**config.mk**
```make
export PLATFORM = sky130hd
export DESIGN_NAME = tone_decoder
export DESIGN_NICKNAME = d
export VERILOG_FILES = /design/src/rtl/tone_decoder.sv
export SDC_FILE = /design/constraint.sdc
export NUM_CORES = 1
export LEC_CHECK = 0
export ABC_AREA = 1
export CAP_MARGIN = 20
export CORE_MARGIN = 4
export CORE_UTILIZATION = 61
export DETAILED_ROUTE_END_ITERATION = 7
export PLACE_DENSITY = 0.76
export REMOVE_ABC_BUFFERS = 1
export SYNTH_ARGS = -nofsm -noshare
export SYNTH_HDL_FRONTEND = slang
export SYNTH_SLANG_ARGS = --single-unit
```
**constraint.sdc**
```tcl
create_clock -name clk -period 3.9 [get_ports clk]
set_input_delay 0.78 -clock clk [delete_from_list [all_inputs] [get_ports clk]]
set_output_delay 0.78 -clock clk [all_outputs]
set_load 0.02 [all_outputs]
```
**src/rtl/tone_decoder.sv**
```systemverilog
// ============================================================================
// Module   : tone_decoder
// Brief    : Debounced, single-channel tone qualifier for the five band-pass
//            detector inputs; optional unacknowledged-hold timeout is enabled
//            with the TONE_TIMEOUT_EN macro.
// Revision : 1.0  initial release
// ============================================================================
`default_nettype none

module tone_decoder #(
  parameter int unsigned DEBOUNCE_CYCLES = 2_500_000,
  parameter int unsigned RELEASE_CYCLES  = 1_250_000,
  parameter int unsigned TIMEOUT_CYCLES  = 50_000_000,
  parameter int unsigned CNT_W           = 26
) (
  input  logic       clk,
  input  logic       rst,
  input  logic       bp1,
  input  logic       bp2,
  input  logic       bp3,
  input  logic       bp4,
  input  logic       bp5,
  input  logic       tone_ack,
  output logic [2:0] tone_code,
  output logic       tone_valid,
  output logic [1:0] tone_state,
  output logic       tone_timeout
);

  typedef enum logic [1:0] {
    ST_IDLE    = 2'd0,
    ST_QUALIFY = 2'd1,
    ST_LOCKED  = 2'd2,
    ST_RELEASE = 2'd3
  } state_t;

  localparam logic [CNT_W-1:0] DEB_C = CNT_W'(DEBOUNCE_CYCLES);
  localparam logic [CNT_W-1:0] REL_C = CNT_W'(RELEASE_CYCLES);
`ifdef TONE_TIMEOUT_EN
  localparam logic [CNT_W-1:0] TO_C  = CNT_W'(TIMEOUT_CYCLES);
`endif

  logic [4:0]       sync1_q;
  logic [4:0]       sync2_q;
  state_t           state_q;
  logic [CNT_W-1:0] cnt_q;
  logic [CNT_W-1:0] cnt_d;
  logic [2:0]       cand_q;
  logic [2:0]       code_q;
  logic             valid_q;
  logic             single;
  logic [2:0]       chan;

  always_ff @(posedge clk) begin
    if (rst) begin
      sync1_q <= 5'd0;
      sync2_q <= 5'd0;
    end else begin
      sync1_q <= {bp5, bp4, bp3, bp2, bp1};
      sync2_q <= sync1_q;
    end
  end

  assign single = $onehot(sync2_q);

  always_comb begin
    chan = 3'd0;
    for (int i = 0; i < 5; i++) begin
      if (sync2_q[i]) chan = 3'(i + 1);
    end
  end

  // Saturating increment shared by every counting state.
  assign cnt_d = (cnt_q == {CNT_W{1'b1}}) ? cnt_q : cnt_q + 1'b1;

`ifdef TONE_TIMEOUT_EN
  logic timeout_q;
  assign tone_timeout = timeout_q;
`else
  assign tone_timeout = 1'b0;
`endif

  always_ff @(posedge clk) begin
    if (rst) begin
      state_q <= ST_IDLE;
      cnt_q   <= '0;
      cand_q  <= 3'd0;
      code_q  <= 3'd0;
      valid_q <= 1'b0;
`ifdef TONE_TIMEOUT_EN
      timeout_q <= 1'b0;
`endif
    end else begin
`ifdef TONE_TIMEOUT_EN
      timeout_q <= 1'b0;
`endif
      case (state_q)
        ST_IDLE: begin
          cnt_q <= '0;
          if (single) begin
            cand_q <= chan;
            if (DEBOUNCE_CYCLES == 1) begin
              state_q <= ST_LOCKED;
              code_q  <= chan;
              valid_q <= 1'b1;
            end else begin
              state_q <= ST_QUALIFY;
              cnt_q   <= {{(CNT_W-1){1'b0}}, 1'b1};
            end
          end
        end
        ST_QUALIFY: begin
          if (single && chan == cand_q) begin
            if (cnt_d == DEB_C) begin
              state_q <= ST_LOCKED;
              code_q  <= cand_q;
              valid_q <= 1'b1;
              cnt_q   <= '0;
            end else begin
              cnt_q <= cnt_d;
            end
          end else begin
            state_q <= ST_IDLE;
            cnt_q   <= '0;
          end
        end
        ST_LOCKED: begin
          // Ack has priority over a simultaneous timeout.
          if (tone_ack) begin
            state_q <= ST_RELEASE;
            code_q  <= 3'd0;
            valid_q <= 1'b0;
            cnt_q   <= '0;
          end
`ifdef TONE_TIMEOUT_EN
          else if (cnt_d == TO_C) begin
            state_q   <= ST_RELEASE;
            code_q    <= 3'd0;
            valid_q   <= 1'b0;
            cnt_q     <= '0;
            timeout_q <= 1'b1;
          end else begin
            cnt_q <= cnt_d;
          end
`endif
        end
        ST_RELEASE: begin
          if (sync2_q == 5'd0) begin
            if (cnt_d == REL_C) begin
              state_q <= ST_IDLE;
              cnt_q   <= '0;
            end else begin
              cnt_q <= cnt_d;
            end
          end else begin
            cnt_q <= '0;
          end
        end
        default: begin
          state_q <= ST_IDLE;
          cnt_q   <= '0;
        end
      endcase
    end
  end

  assign tone_code  = code_q;
  assign tone_valid = valid_q;
  assign tone_state = state_q;

endmodule

`default_nettype wire

```
# Yosys cells after proc, flatten, opt, wreduce, memory -nomap -nowiden
# Cells that the tools add are included.
totals:
  input_bits: 8
  output_inout_bits: 7
  regBits: 45
  latch_bits: 0
  rom_bits: 0
  ram_bits: 0
  word_cells: 62
  mem_count: 0
classes:
  n_mul: 0
  shifts: 0
  add_sub_neg: 5
  bitwise_logic: 0
  magnitude_cmp: 0
  eq_ne: 15
  muxes: 28
  div_mod_pow: 0
  n_reduce_logical: 7
ops:
  columns: ["op", "count"]
  rows:
  - ["two-way mux 26 bit", 6]
  - ["case mux 26 bit (4 select lines)", 1]
  - ["adder 26 x 1 -> 26 bit, second input constant", 1]
  - ["== test 26 x 21 -> 1 bit, second input constant", 1]
  - ["== test 26 x 22 -> 1 bit, second input constant", 1]
  - ["== test 26 bit, second input constant", 1]
  - ["two-way mux 3 bit", 7]
  - ["two-way mux 2 bit", 6]
  - ["!= test 2 bit, second input constant", 6]
  - ["case mux 2 bit (4 select lines)", 1]
  - ["case mux 3 bit (2 select lines)", 1]
  - ["logical NOT 5 bit", 1]
  - ["two-way mux 1 bit", 5]
  - ["AND reduction 5 bit", 1]
  - ["adder 1 x 1 -> 2 bit", 2]
  - ["== test 2 bit, second input constant", 2]
  - ["AND reduction 4 bit", 1]
  - ["adder 2 x 2 -> 3 bit", 1]
  - ["adder 3 x 1 -> 3 bit", 1]
  - ["== test 3 x 1 -> 1 bit, second input constant", 1]
  - ["== test 3 bit", 1]
  - ["!= test 3 bit, second input constant", 1]
  - ["== test 2 x 1 -> 1 bit, second input constant", 1]
  - ["logical NOT 2 bit", 1]
  - ["4 further kinds", 4]

# Longest topological paths before layout
logic_depth:
  word_depth: 9
  depth_mapped: 18
  depth_no_buf: 17

# Worst setup path before layout
# No wires, ideal clock.
synth_path:
  kind: "register to register"
  from: "register sync2_q[0]"
  to: "register cnt_q[10]"
  synth_period_minus_slack_ns: 2.862
  stages_incl_launch_ff: 16
  path_slack_ns: 1.038
  t_arrival_ns: 2.793
  n_path_buf: 0
  required_ns: 3.830
  setup_ns: 0.070
  cell_sequence: "dfxtp_1 > fa_1 > fa_1 > ha_1 > nor3_1 > inv_1 > a21oi_1 > nor3b_1 > nand2_1 > inv_1 > nand2_1 > inv_1 > nand2_2 > nand2_4 > nand2_2 > a21oi_2"
synth_via:
  elab_chain_cells: 9
  elab_cells_between_ends: 15
  classes_between: "3 x add/sub; 2 x eq/ne; 8 x mux; 2 x reduce/logical"
synth_lines:
  columns: ["item", "line", "rtl"]
  rows:
  - ["start: declaration", "44", "logic [4:0] sync2_q;"]
  - ["start signal: assignment", "60", "sync2_q <= sync1_q;"]
  - ["branches (longest 8 deep; another with adder 2 x 2 -> 3 bit)", null, null]
  - ["case mux 26 bit (4 select lines) *", "97", "case (state_q)"]
  - ["end signal: assignment", "108", "cnt_q <= {{(CNT_W-1){1'b0}}, 1'b1};"]
  - ["end signal: assignment", "120", "cnt_q <= cnt_d;"]
  - ["end signal: assignment", "153", "cnt_q <= cnt_d;"]
  - ["end: declaration", "46", "logic [CNT_W-1:0] cnt_q;"]
# Mark *: on every way between the ends.
# A chain may end at the register's enable or synchronous reset.

# Worst setup path in the final report
layout_path:
  from: "register sync2_q[0]"
  to: "register cnt_q[5]"
# Same word-level chain as after synthesis.

==> impl_metrics.tcl <==
set metrics [dict create \
    design.core.area_sq_mm 0.00547 \
    p_int_uw 730 \
    route.vias.total 3640 \
    max_freq_ghz 0.329 \
    powerDensity_mw_per_mm2 275 \
    kind_of_end_point_of_the_critical_path "register" \
    ys_warn_count 0 \
    routedWlPerCell_microns 15.1 \
    final_antenna_net_count 0 \
    worst_setup_hold_path_clk_slew_ns 0.08 \
    drc 0 \
    cts-resized-gates 0 \
    hold_class "register to register" \
    yosys_most_used_dff "sky130_fd_sc_hd__dfxtp_1" \
    finalHoldViolCount 0 \
    synth_top_area_frac 0.263 \
    cts-buffers-inserted 5 \
    detailedRoute.firstPassIterationCount 5 \
    tritoncts_clock_tree "done" \
    grt_start_max_net_pins 32 \
    arrival_ns 3.28 \
    grtUsageTotal 0.289 \
    num-nets-final 587 \
    clock-sinks 45 \
    placedInstanceArea_sq_mm 0.00359 \
    critical_path.startpoint_type "register" \
    die_h_microns 82.9 \
    worst_slew_pin_slew_ns 0.743 \
    die_w_microns 82.9 \
    drt-total-wl_microns 9770 \
    post-synth-top-area-cell "sky130_fd_sc_hd__dfxtp_1" \
    synth.avg_cell_area_sq_um 6.06 \
    clock_insertion_delay_worst_skew_ns 0.30 \
    synth.top_cells.by_area "sky130_fd_sc_hd__dfxtp_1 (26%), sky130_fd_sc_hd__nand2_1 (16%), sky130_fd_sc_hd__nand3_1 (10%), sky130_fd_sc_hd__inv_1 (8.6%), sky130_fd_sc_hd__nor2_1 (8.6%)" \
    netSwitchingPower_uw 290 \
    timing_max_transition_violations_final 0 \
    grt_antenna_before_repair 0 \
    layout_skew_ns 0.0101 \
    worst_path_most_repeated_cell "sky130_fd_sc_hd__inv_1" \
    post_cts_hold_buffer_count 0 \
    fin_setup_tns_ns 0 \
    slew_headroom 0.504 \
    status "finished, final reports clean" \
    io_buffers 13 \
    post-route-cell-area_sq_mm 0.00371 \
    irDropWorstVdd_uv 209 \
    crit_fanout 8 \
    path_cells "fa_1 > fa_1 > ha_1 > nor3_1 > inv_1 > a21oi_1 > nor3b_1 > nand2_1 > inv_1 > nand2_1 > inv_1 > nand2_2 > nand2_4 > nand2_2 > a21oi_2" \
    gp_congestion 1.02 \
    worst_path_largest_cell_delay_ns 0.50 \
    initial_utilization 0.626 \
    synth.most_common_cell "sky130_fd_sc_hd__nand2_1" \
    root_buffer "sky130_fd_sc_hd__clkbuf_8" \
    worstReg2RegEnd "cnt_q[5]" \
    count_of_flip_flops_with_a_built_in_enable_after_synthesis 0 \
    cts_max_level 2 \
    syn2layout_area_growth_pct 8.48 \
    via_per_inst 5.63 \
    cpMaxStageDelayCell "sky130_fd_sc_hd__fa_1" \
    number_of_global_route_vias_before_repair 3546 \
    rsz0062_at_grt "no" \
    timing.hold.worst_endpoint "sync2_q[4]" \
    antenna_fix_cells 0 \
    cap_violations 0 \
    dp_hpwl_microns 7260 \
    report.final.setup_viol 0 \
    worstPathRequired_ns 4.14 \
    regToRegSetupSlack_ns 0.86 \
    clock_tree_buf_depth 2 \
    syn_area_sq_mm 0.00342 \
    synthesis.instances 565 \
    hold_path.startpoint "sync1_q[4]" \
    worst_r2r_path_depth 15 \
    cellLeakagePower_uw 0.00162 \
    crit_type "register to register" \
    min_period_ns 3.04 \
    switching_share 0.284 \
    share_clk_of_total_power 0.372 \
    ioPinCount 15 \
    finalCritPeriodShare 0.779 \
    postCtsSetupBuffers 0 \
    std_cell_rows 27 \
    combinationalPowerShare 0.147 \
    drt-initial-drc-count 276 \
    grt-ovfl-total 0 \
    layout-drive-gt1-share 0.111 \
    start_of_the_worst_register_to_register_path "sync2_q[0]" \
    pwr-share-seq 0.481 \
    synth-async-reset-ratio 0 \
    grt_first_pass_wirelength_microns 16400 \
    hold_path_depth 2 \
    synth.distinct_cells 36 \
    post_synth_most_frequent_cells "sky130_fd_sc_hd__nand2_1 (149), sky130_fd_sc_hd__inv_1 (78), sky130_fd_sc_hd__nor2_1 (78)" \
    die-area_sq_mm 0.00687 \
    yosysSeqAreaShare 0.263 \
    synth-seq-cells 45 \
]
## cell usage in the layout (no fill, tap or decap), drive strengths merged, types with 3 or more instances in the layout
cell type and n:
nand2 172, nor2 91, inv 82, nand3 74, dfxtp 45, a21oi 19
nand4 16, clkdlybuf4s50 13, o21ai 8, o211ai 7, xor2 6, clkbuf 6
nor3 5, buf 5, nand3b 4, ha 4, xnor2 3
## worst max path at each step
stage	startpoint	to	slack [ns]	cells after the start
after floorplan	sync2_q[0]	cnt_q[10]	0.85	15
after global placement	sync2_q[0]	cnt_q[8]	0.97	15
after detailed placement	sync2_q[0]	cnt_q[5]	0.88	15
after CTS	sync2_q[0]	cnt_q[5]	0.85	15
after global routing	sync2_q[0]	cnt_q[8]	0.58	15
final	sync2_q[0]	cnt_q[5]	0.86	15
## area by class of cell
type	instances	area, sq um
repair buffers	18	168
well taps	72	90.1
inverters	83	312
flip-flops and latches	45	901
fillers	536	1760
clock buffers	6	82.6
clock inverters	2	37.5
multi-input cells	420	2120
## flip-flops by register name, summed over array words and instances (netlist names), named ones only
name / cells
cand_q: 3
tone_state: 1
tone_code: 3
cnt_q: 26
sync2_q: 5
tone_valid: 1
sync1_q: 5
## metrics by stage
stage | hold WS [ns] | power (uW) | instances | util | worst slack (ns)
final | 0.418 | 1020 | 646 | 0.679 | 0.861
after global routing | 0.422 | 1060 | 646 | 0.679 | 0.576
after CTS | 0.421 | 1020 | 646 | 0.679 | 0.854
after detailed placement | 0.407 | 647 | 638 | 0.657 | 0.881
after global placement | 0.390 | 645 | 638 | 0.657 | 0.970
after floorplan | 0.388 | 586 | 548 | - | 0.850
## logic make-up (layout without fill, tap and decap cells)
family	Yosys count	count (layout)	synth area share
AO/OA/AOI/OAI	39	39	0.0746
XOR/XNOR	9	9	0.0230
adder cells (fa/ha/maj)	6	6	0.0263
buffers and inverters	100	109	0.117
flip-flops	45	45	0.263
other	1	1	0.00110
AND/OR/NAND/NOR	365	365	0.495
## worst max-delay path: cells and delay by family (launching register included)
kind            cells  cell delay, ns
flops               1            0.35
simple gates        7            0.99
fa+ha+maj           3            1.16
compound gates      2            0.23
buf+inv             3            0.28
## layer usage
layer	track usage	wire (microns)	up-vias
met5	0	0	-
met3	0.0377	604	35
li1	-	-	1798
met2	0.517	4740	162
met4	0.126	384	0
met1	0.344	4040	1645
## power groups by stage
stage	sequential, uW	clock (uW)	combinational (uW)
2_1_floorplan	500	0	86.3
3_3_place_gp	501	0	145
4_1_cts	490	382	147
5_1_grt	492	404	167
3_5_place_dp	501	0	146
6_report	491	379	150
Note: power is estimated with default switching activity, not from simulation.
